--- src/rtl/fcl_servo_pkg.sv ---
`default_nettype none
// ============================================================================
// Module      : fcl_servo_pkg
// Description : Shared servo position width, step width, home position
//               default, ramp state encoding and the position clamp helper.
// Revision    : 1.0 - initial release
// ============================================================================
package fcl_servo_pkg;

    localparam int POS_W  = 10;
    localparam int STEP_W = 6;

    localparam logic [POS_W-1:0] HOME_POS_DEFAULT = 10'h200;

    typedef enum logic [1:0] {
        ST_SEED = 2'd0,
        ST_IDLE = 2'd1,
        ST_RAMP = 2'd2
    } ramp_state_t;

    // Saturate a one-bit-wider unsigned position into [lo, hi].
    function automatic logic [POS_W-1:0] clamp_pos(
        input logic [POS_W:0]   value,
        input logic [POS_W-1:0] lo,
        input logic [POS_W-1:0] hi
    );
        logic [POS_W-1:0] result;
        if (value < {1'b0, lo}) begin
            result = lo;
        end else if (value > {1'b0, hi}) begin
            result = hi;
        end else begin
            result = value[POS_W-1:0];
        end
        return result;
    endfunction

endpackage
`default_nettype wire

--- src/rtl/fcl_pos_step.sv ---
`default_nettype none
// ============================================================================
// Module      : fcl_pos_step
// Description : One ramp step. Moves current toward target by at most step,
//               landing exactly on target when it is within reach. Result is
//               clamped to [POS_MIN, POS_MAX].
// Revision    : 1.0 - initial release
// ============================================================================
module fcl_pos_step
    import fcl_servo_pkg::*;
#(
    parameter logic [POS_W-1:0] POS_MIN = 10'h000,
    parameter logic [POS_W-1:0] POS_MAX = 10'h3FF
) (
    input  logic [POS_W-1:0]  current,
    input  logic [POS_W-1:0]  target,
    input  logic [STEP_W-1:0] step,
    output logic [POS_W-1:0]  next
);

    logic signed [POS_W:0] w_diff;
    logic        [POS_W:0] w_mag;
    logic        [POS_W:0] w_step_ext;
    logic        [POS_W:0] w_move;

    // Signed distance to target, then either snap to target or advance by step.
    always_comb begin
        w_diff     = $signed({1'b0, target}) - $signed({1'b0, current});
        w_mag      = w_diff[POS_W] ? $unsigned(-w_diff) : $unsigned(w_diff);
        w_step_ext = {{(POS_W + 1 - STEP_W){1'b0}}, step};
        if (w_mag <= w_step_ext) begin
            w_move = {1'b0, target};
        end else if (w_diff[POS_W]) begin
            w_move = {1'b0, current} - w_step_ext;
        end else begin
            w_move = {1'b0, current} + w_step_ext;
        end
        next = clamp_pos(w_move, POS_MIN, POS_MAX);
    end

endmodule
`default_nettype wire

--- src/rtl/fcl_pos_ramp.sv ---
`default_nettype none
// ============================================================================
// Module      : fcl_pos_ramp
// Description : Servo goal-position ramp. Seeds from measured feedback, then
//               slews the commanded position toward the latched target by at
//               most max_step_in per sync tick.
//               Optional feature macro: FCL_POS_RAMP_WDOG_EN (target-write
//               watchdog that returns the target to HOME_POS).
// Revision    : 1.0 - initial release
// ============================================================================
module fcl_pos_ramp
    import fcl_servo_pkg::*;
#(
    parameter logic [POS_W-1:0] POS_MIN    = 10'h000,
    parameter logic [POS_W-1:0] POS_MAX    = 10'h3FF,
    parameter logic [POS_W-1:0] HOME_POS   = HOME_POS_DEFAULT,
    parameter int               WDOG_TICKS = 800
) (
    input  logic              clk_in,
    input  logic              reset_in,
    input  logic [POS_W-1:0]  target_pos_in,
    input  logic              target_we_in,
    input  logic [STEP_W-1:0] max_step_in,
    input  logic              sync_in,
    input  logic [POS_W-1:0]  fb_pos_in,
    input  logic              fb_valid_in,
    output logic [POS_W-1:0]  pos_out,
    output logic              pos_we_out,
    output logic              at_target_out,
    output logic              wdog_trip_out
);

    ramp_state_t      r_state;
    ramp_state_t      w_state_nxt;
    logic [POS_W-1:0] r_pos;
    logic [POS_W-1:0] r_target;
    logic             r_pos_we;
    logic [POS_W-1:0] w_fb_clamped;
    logic [POS_W-1:0] w_wr_clamped;
    logic [POS_W-1:0] w_step_next;
    logic             w_seed_load;
    logic             w_step_en;
    logic             w_wdog_fire;

    assign w_fb_clamped = clamp_pos({1'b0, fb_pos_in}, POS_MIN, POS_MAX);
    assign w_wr_clamped = clamp_pos({1'b0, target_pos_in}, POS_MIN, POS_MAX);

    fcl_pos_step #(
        .POS_MIN (POS_MIN),
        .POS_MAX (POS_MAX)
    ) u_step (
        .current (r_pos),
        .target  (r_target),
        .step    (max_step_in),
        .next    (w_step_next)
    );

    // State register.
    always_ff @(posedge clk_in) begin
        if (reset_in) begin
            r_state <= ST_SEED;
        end else begin
            r_state <= w_state_nxt;
        end
    end

    // Next state plus seed-load and step-enable decisions.
    always_comb begin
        w_state_nxt = r_state;
        w_seed_load = 1'b0;
        w_step_en   = 1'b0;
        case (r_state)
            ST_SEED: begin
                if (fb_valid_in) begin
                    w_seed_load = 1'b1;
                    w_state_nxt = ST_IDLE;
                end
            end
            ST_IDLE: begin
                if (r_target != r_pos) begin
                    w_state_nxt = ST_RAMP;
                end
            end
            ST_RAMP: begin
                // Target may have been rewritten back onto the current position.
                if (r_target == r_pos) begin
                    w_state_nxt = ST_IDLE;
                end else if (sync_in && (max_step_in != '0)) begin
                    w_step_en = 1'b1;
                    if (w_step_next == r_target) begin
                        w_state_nxt = ST_IDLE;
                    end
                end
            end
            default: begin
                w_state_nxt = ST_SEED;
            end
        endcase
    end

    // Position, target and update strobe; the seed overrides any target write.
    always_ff @(posedge clk_in) begin
        if (reset_in) begin
            r_pos    <= HOME_POS;
            r_target <= HOME_POS;
            r_pos_we <= 1'b0;
        end else begin
            r_pos_we <= 1'b0;
            if (target_we_in) begin
                r_target <= w_wr_clamped;
            end else if (w_wdog_fire) begin
                r_target <= HOME_POS;
            end
            if (w_seed_load) begin
                r_pos    <= w_fb_clamped;
                r_target <= w_fb_clamped;
                r_pos_we <= 1'b1;
            end else if (w_step_en) begin
                r_pos    <= w_step_next;
                r_pos_we <= 1'b1;
            end
        end
    end

`ifdef FCL_POS_RAMP_WDOG_EN
    localparam int c_WDOG_W = $clog2(WDOG_TICKS + 1);

    logic [c_WDOG_W-1:0] r_wdog_cnt;
    logic                r_wdog_trip;

    // A target write in the same cycle restarts the count instead of firing.
    assign w_wdog_fire = sync_in && !target_we_in && !r_wdog_trip &&
                         (r_wdog_cnt == c_WDOG_W'(WDOG_TICKS - 1));

    // Count sync ticks since the last target write; trip is sticky until reset.
    always_ff @(posedge clk_in) begin
        if (reset_in) begin
            r_wdog_cnt  <= '0;
            r_wdog_trip <= 1'b0;
        end else begin
            if (target_we_in) begin
                r_wdog_cnt <= '0;
            end else if (sync_in && !r_wdog_trip) begin
                r_wdog_cnt <= r_wdog_cnt + c_WDOG_W'(1);
            end
            if (w_wdog_fire) begin
                r_wdog_trip <= 1'b1;
            end
        end
    end

    assign wdog_trip_out = r_wdog_trip;
`else
    assign w_wdog_fire   = 1'b0;
    assign wdog_trip_out = 1'b0;
`endif

    assign pos_out       = r_pos;
    assign pos_we_out    = r_pos_we;
    assign at_target_out = (r_state != ST_SEED) && (r_pos == r_target);

endmodule
`default_nettype wire

--- config.mk ---
export PLATFORM = sky130hd
export DESIGN_NAME = fcl_pos_ramp
export DESIGN_NICKNAME = d
export VERILOG_FILES = /design/src/rtl/fcl_servo_pkg.sv /design/src/rtl/fcl_pos_step.sv /design/src/rtl/fcl_pos_ramp.sv
export SDC_FILE = /design/constraint.sdc
export NUM_CORES = 1
export LEC_CHECK = 0
export BUFFER_PORTS_ARGS = -buffer_cell sky130_fd_sc_hd__buf_4
export CAP_MARGIN = 20
export CORE_UTILIZATION = 60
export CTS_CLUSTER_SIZE = 10
export DETAILED_ROUTE_END_ITERATION = 12
export PLACE_DENSITY_LB_ADDON = 0.12
export SLEW_MARGIN = 20
export SYNTH_ARGS = -nofsm -noshare
export SYNTH_HDL_FRONTEND = slang
export SYNTH_SLANG_ARGS = --single-unit
export TNS_END_PERCENT = 100
--- constraint.sdc ---
create_clock -name clk_in -period 10.1 [get_ports clk_in]
set_clock_uncertainty 0.2 [all_clocks]
set_input_delay 0.505 -clock clk_in [delete_from_list [all_inputs] [get_ports clk_in]]
set_output_delay 0.505 -clock clk_in [all_outputs]
set_load 0.02 [all_outputs]
# Word-level counts from Yosys, hierarchy flattened
# Index checks and enable logic that the tools add are counted.
# totals
ff_bits	23
in_bits	31
output_inout_bits	13
wordCells	51
# classes
n_addsub	4
n_lt_le_gt_ge	3
n_eq_ne	10
mux	22
reduce_logical	8
# op_table
operator	count
10-bit two-way mux	6
11-bit two-way mux	3
10-bit == test	3
10-bit by 6-bit adder with 11-bit output	1
11-bit by 10-bit greater-than comparator with 1-bit output, second input constant	1
11-bit by 6-bit less-or-equal comparator with 1-bit output	1
11-bit by 1-bit less-than comparator with 1-bit output, second input constant	1
11-bit negation	1
10-bit by 10-bit subtractor with 11-bit output	1
10-bit by 6-bit subtractor with 11-bit output	1
2-bit two-way mux	5
10-bit inequality test	1
1-bit two-way mux	7
3-bit inequality test, second input constant	2
2-bit case mux with 3 select lines	1
2-bit nonzero test	3
6-bit nonzero test	1
2-bit inequality test, second input constant	2
4-bit AND reduction	1
2-bit by 1-bit == test with 1-bit output, second input constant	1
2-bit == test, second input constant	1
1-bit logical AND	2
2-bit logical NOT	1

# Logic depth before layout (Yosys ltp)
# depth
word_depth	13
mapped_depth	21
depth_no_buf	19

# Hierarchy
# A second synthesis with hierarchy kept.
# unflattened
cells_unflattened	369
hier_area_um2	2934.1
# modules_own_cells
mod	n_inst	cells_each	area_per_inst_um2	seq_area_each_um2
fcl_pos_step	1	213	1569.0	0.0
fcl_pos_ramp	1	156	1365.1	460.4

# Worst setup path before layout
# No wires, ideal clock.
# synth_timing
path_type	reg-to-reg
from	reg r_pos[1] (netlist: pos_out[1])
to	reg r_state[0]
setup_ns	0.091
arrival_time_ns	4.904
required_time_ns	9.809
slack_ns	4.905
stages_incl_launch_ff	19
path_buffers	1
period_less_slack_ns	5.195
path_cell_list	dfxtp_1 -> inv_1 -> fa_1 -> a211oi_4 -> nor3_2 -> o41a_1 -> clkbuf_1 -> nor2_1 -> a21oi_1 -> fa_1 -> a211oi_1 -> nor2_1 -> mux2i_1 -> a2111o_1 -> a221o_1 -> a2bb2o_1 -> a2111oi_2 -> a32oi_1 -> a311oi_1
# synth_between
elab_chain_len	11
word_cells_on_any_way	21
classes_between	4 x add/sub; 3 x order compare; 6 x eq/ne; 7 x mux; 1 x reduce/logical
# synth_rtl
item	line_no	text
from (decl)	fcl_pos_ramp.sv:35	logic [POS_W-1:0] r_pos;
from (signal assigned)	fcl_pos_ramp.sv:115	r_pos <= w_fb_clamped;
from (signal assigned)	fcl_pos_ramp.sv:119	r_pos <= w_step_next;
10-bit by 10-bit subtractor with 11-bit output	fcl_pos_step.sv:28	w_diff = $signed({1'b0, target}) - $signed({1'b0, current});
11-bit negation	fcl_pos_step.sv:29	w_mag = w_diff[POS_W] ? $unsigned(-w_diff) : $unsigned(w_diff);
11-bit two-way mux	fcl_pos_step.sv:29	
11-bit by 6-bit less-or-equal comparator with 1-bit output	fcl_pos_step.sv:31	if (w_mag <= w_step_ext) begin
11-bit two-way mux	fcl_pos_step.sv:31	
11-bit by 10-bit greater-than comparator with 1-bit output	fcl_servo_pkg.sv:30	end else if (value > {1'b0, hi}) begin
10-bit two-way mux	fcl_servo_pkg.sv:30	
10-bit two-way mux	fcl_servo_pkg.sv:28	if (value < {1'b0, lo}) begin
10-bit == test	fcl_pos_ramp.sv:90	if (w_step_next == r_target) begin
3-bit inequality test (no line)	-	
4-bit AND reduction (no line)	-	
to (signal assigned)	fcl_pos_ramp.sv:63	r_state <= w_state_nxt;
to (decl)	fcl_pos_ramp.sv:33	ramp_state_t r_state;
# Several ways; a longest one is shown, not always the timed one.
# A chain may end at the register's enable or synchronous reset.

# Worst setup path in the final report
# Same ends and word-level chain as after synthesis.

==> summary.txt <==
Fill count - 369
Cell Rows - 24
Slew @ Worst Pin - 877 ps
Simple-gate portion of the synthesized area - 20.7%
Gate Count Post-Synth - 374
Crit start category - register
Clock Tree Root - clkbuf_8
Post-route ant nets - 0
Area Overhead vs Synth - 13.0%
Asr flop ratio synth - 0%
Total CTS buffers - 3
Layout cell share with drive strength beyond 1 - 14.0%
WP data arrival - 5540 ps
Tmin final - 5560 ps
Critical-path cell list - inv_1 -> fa_1 -> a211oi_4 -> nor3_2 -> o41a_1 -> nor2_1 -> a21oi_1 -> fa_1 -> inv_1 -> a222oi_1 -> o211ai_1 -> a2111o_1 -> a221o_1 -> a2bb2o_1 -> a2111oi_2 -> a32oi_1 -> a311oi_1
Synth Flop Type - dfxtp_1
WHS Endpoint - r_target[3]$_SDFFE_PP0P_
Post-synthesis adder-cell area fraction - 13.6%
Worst-path maximum fanout - 14
Grt ovf - 0
Post-synthesis cell area - 2860 um2
Tcrit/Tclk final - 55.0%
Mux contribution to synthesized area - 4.20%
Clk sinks - 23
Synthesis Warnings - 0
Status - finished, violations left
Number of top-level pins - 44
Reg clk slew, reported paths - 80 ps
Starting DRC count in detailed routing - 173
Max Cap Violations - 0
Failing checks - design-rule violations
Final setup viols - 0
Register area share after synthesis - 16.1%
Final wirelength - 8270 um
Post-Synth XOR/XNOR Area - 7.04%
Total track usage - 33.9%
Setup TNS - 0 ps
Starting density of the core - 63.9%
Hold crit path type - input pin to register
Die W - 71.0 um
CP max stage cell - o41a_1
Final net count - 469
Crit path kind - register to register
Synth Area in Compound Gates - 32.4%
I/O Buffers - 42
Vias - 3,009
CTS Hold Bufs - 0
Origin of the worst setup path - pos_out[1]$_SDFFE_PP0P_
Main combinational cell family by area after synthesis - compound AO/OA/AOI/OAI gates
Synth cell types - 68
Synth Net Count - 435
Critical Path End Type - register
F_max - 0.180 GHz
Largest net degree at the start of global routing - 24
Post-synth EDFFs - 0
Hold path start - fb_pos_in[3]
Total Die Area - 5050 um2
Via-per-instance ratio - 6.56
FF+latch count, synth - 23
Clk_lat worst skew - 270 ps
Worst hold stages - 3
DRC - 1
Endpoints failing hold - 0
Setup Buffers After CTS - 0
Critical R2R Capture - r_state[0]$_SDFFE_PP0P_
Worst reg2reg startpoint - pos_out[1]$_SDFFE_PP0P_
CORE AREA - 4470 um2
Wire length of the first global-routing pass - 13,400 um
1st-pass router iterations - 9
N_diodes - 0
RSZ-0062 raised after global routing - no
CP required - 10,090 ps
Number of H-tree levels - 1
TritonCTS clock tree - yes
CTS Buffer Depth - 2
Post-detail-place hpwl - 6630 um
Placer Congestion - 0.913
Reg2reg path depth - 17
Slack of the worst reg-to-reg path - 4540 ps
Vias in the first global route - 2,836
Max_slew headroom - 41.2%
Largest stage delay on the critical path - 580 ps
Antenna violations before repair - 0
Max-slew violation count - 0
Wirelength per Cell - 18.0 um
Syn Area/Cell - 7.65 um2
Resize count post-CTS - 0
Die Ht - 71.0 um
Most frequent cells in the layout - 42 x nor2_1, 42 x buf_4, 30 x inv_1
-- layer usage --
metal  global-route usage (%)  share of wire, %  routed length (um)
met1                     44.8                46                3800
met2                     56.8                46                3810
met4                     14.0               3.2                 261
met3                     2.99               4.8                 397
met5                        0                 0                   0
-- Yosys cell counts, types with 2 or more instances --
master | count | area [um2]
xnor2_1 | 17 | 149
a22oi_1 | 9 | 67.6
a211oi_1 | 14 | 105
o2111ai_1 | 2 | 17.5
nand4_1 | 3 | 18.8
and2_1 | 3 | 18.8
nor3_1 | 11 | 55.1
o21ai_0 | 18 | 90.1
o22ai_1 | 2 | 12.5
and3_1 | 3 | 18.8
xor2_1 | 6 | 52.6
nand3_1 | 9 | 45.0
or3_1 | 4 | 25.0
a21o_1 | 5 | 37.5
a41o_1 | 2 | 20.0
a2111oi_0 | 2 | 17.5
mux2i_1 | 12 | 120
nand3b_1 | 2 | 15.0
clkbuf_1 | 11 | 41.3
or2_2 | 2 | 12.5
nor2_1 | 42 | 158
nor2b_1 | 6 | 37.5
o31ai_1 | 2 | 15.0
a211oi_4 | 2 | 40.0
ha_1 | 28 | 350
nand2_1 | 23 | 86.3
o211a_1 | 2 | 20.0
o21a_1 | 6 | 45.0
o32ai_1 | 7 | 61.3
or4_1 | 2 | 15.0
nand2b_1 | 6 | 37.5
fa_1 | 2 | 40.0
o21bai_1 | 2 | 15.0
a21oi_1 | 22 | 110
inv_1 | 30 | 113
dfxtp_1 | 23 | 460
-- critical path: cells and delay by family, from the launching register on --
kind	cells	cell delay, ps
flip-flops	1	450
AND/OR/NAND/NOR	2	280
AO/OA/AOI/OAI	11	3360
adder cells (fa/ha/maj)	2	1030
buffers and inverters	2	170
-- layout make-up --
type	instances	area (um2)	share of cell area (%)
clock buffers	3	41.3	1.28
clock inverters	1	5.00	0.155
inverters	30	113	3.48
multi-input cells	308	2230	69.1
flip-flops and latches	23	460	14.2
well taps	52	65.1	2.01
repair buffers	42	315	9.75
-- worst max path at each step --
stage | to | cells after the start
floorplan | r_state[0]$_SDFFE_PP0P_ | 18
global placement | r_state[0]$_SDFFE_PP0P_ | 17
detailed placement | r_state[0]$_SDFFE_PP0P_ | 19
CTS | r_state[0]$_SDFFE_PP0P_ | 17
global route | r_state[0]$_SDFFE_PP0P_ | 17
finish | r_state[0]$_SDFFE_PP0P_ | 17
-- stage by stage --
stage / instance area (um2) / std cells / utilization (%) / setup WS [ps] / hold slack (ps)
final: 3230 / 459 / 72.3 / 4540 / 333
after global routing: 3230 / 459 / 72.3 / 4200 / 349
after CTS: 3230 / 459 / 72.3 / 4610 / 334
after detailed placement: 3190 / 455 / 71.2 / 4630 / 372
after global placement: 3190 / 455 / 71.2 / 4730 / 345
after floorplan: 2860 / 374 / - / 4900 / 318
-- cells by family (layout without fill, tap and decap cells) --
group	Yosys count	after routing
xor gates and xnor gates	23	23
buffers and inverters	43	76
adders and majority gates	30	30
other	1	1
and+or+nand+nor	122	122
DFF	23	23
AOI/OAI and AO/OA	120	120
muxes	12	12
-- sequential cells by signal, indices dropped and copies added, names as in the netlist --
signal,count
pos_we_out,1
pos_out,10
r_state,2
r_target,10
Power is not shown: default switching activity piles up to over one toggle a cycle in this logic, so the estimate is an artifact.
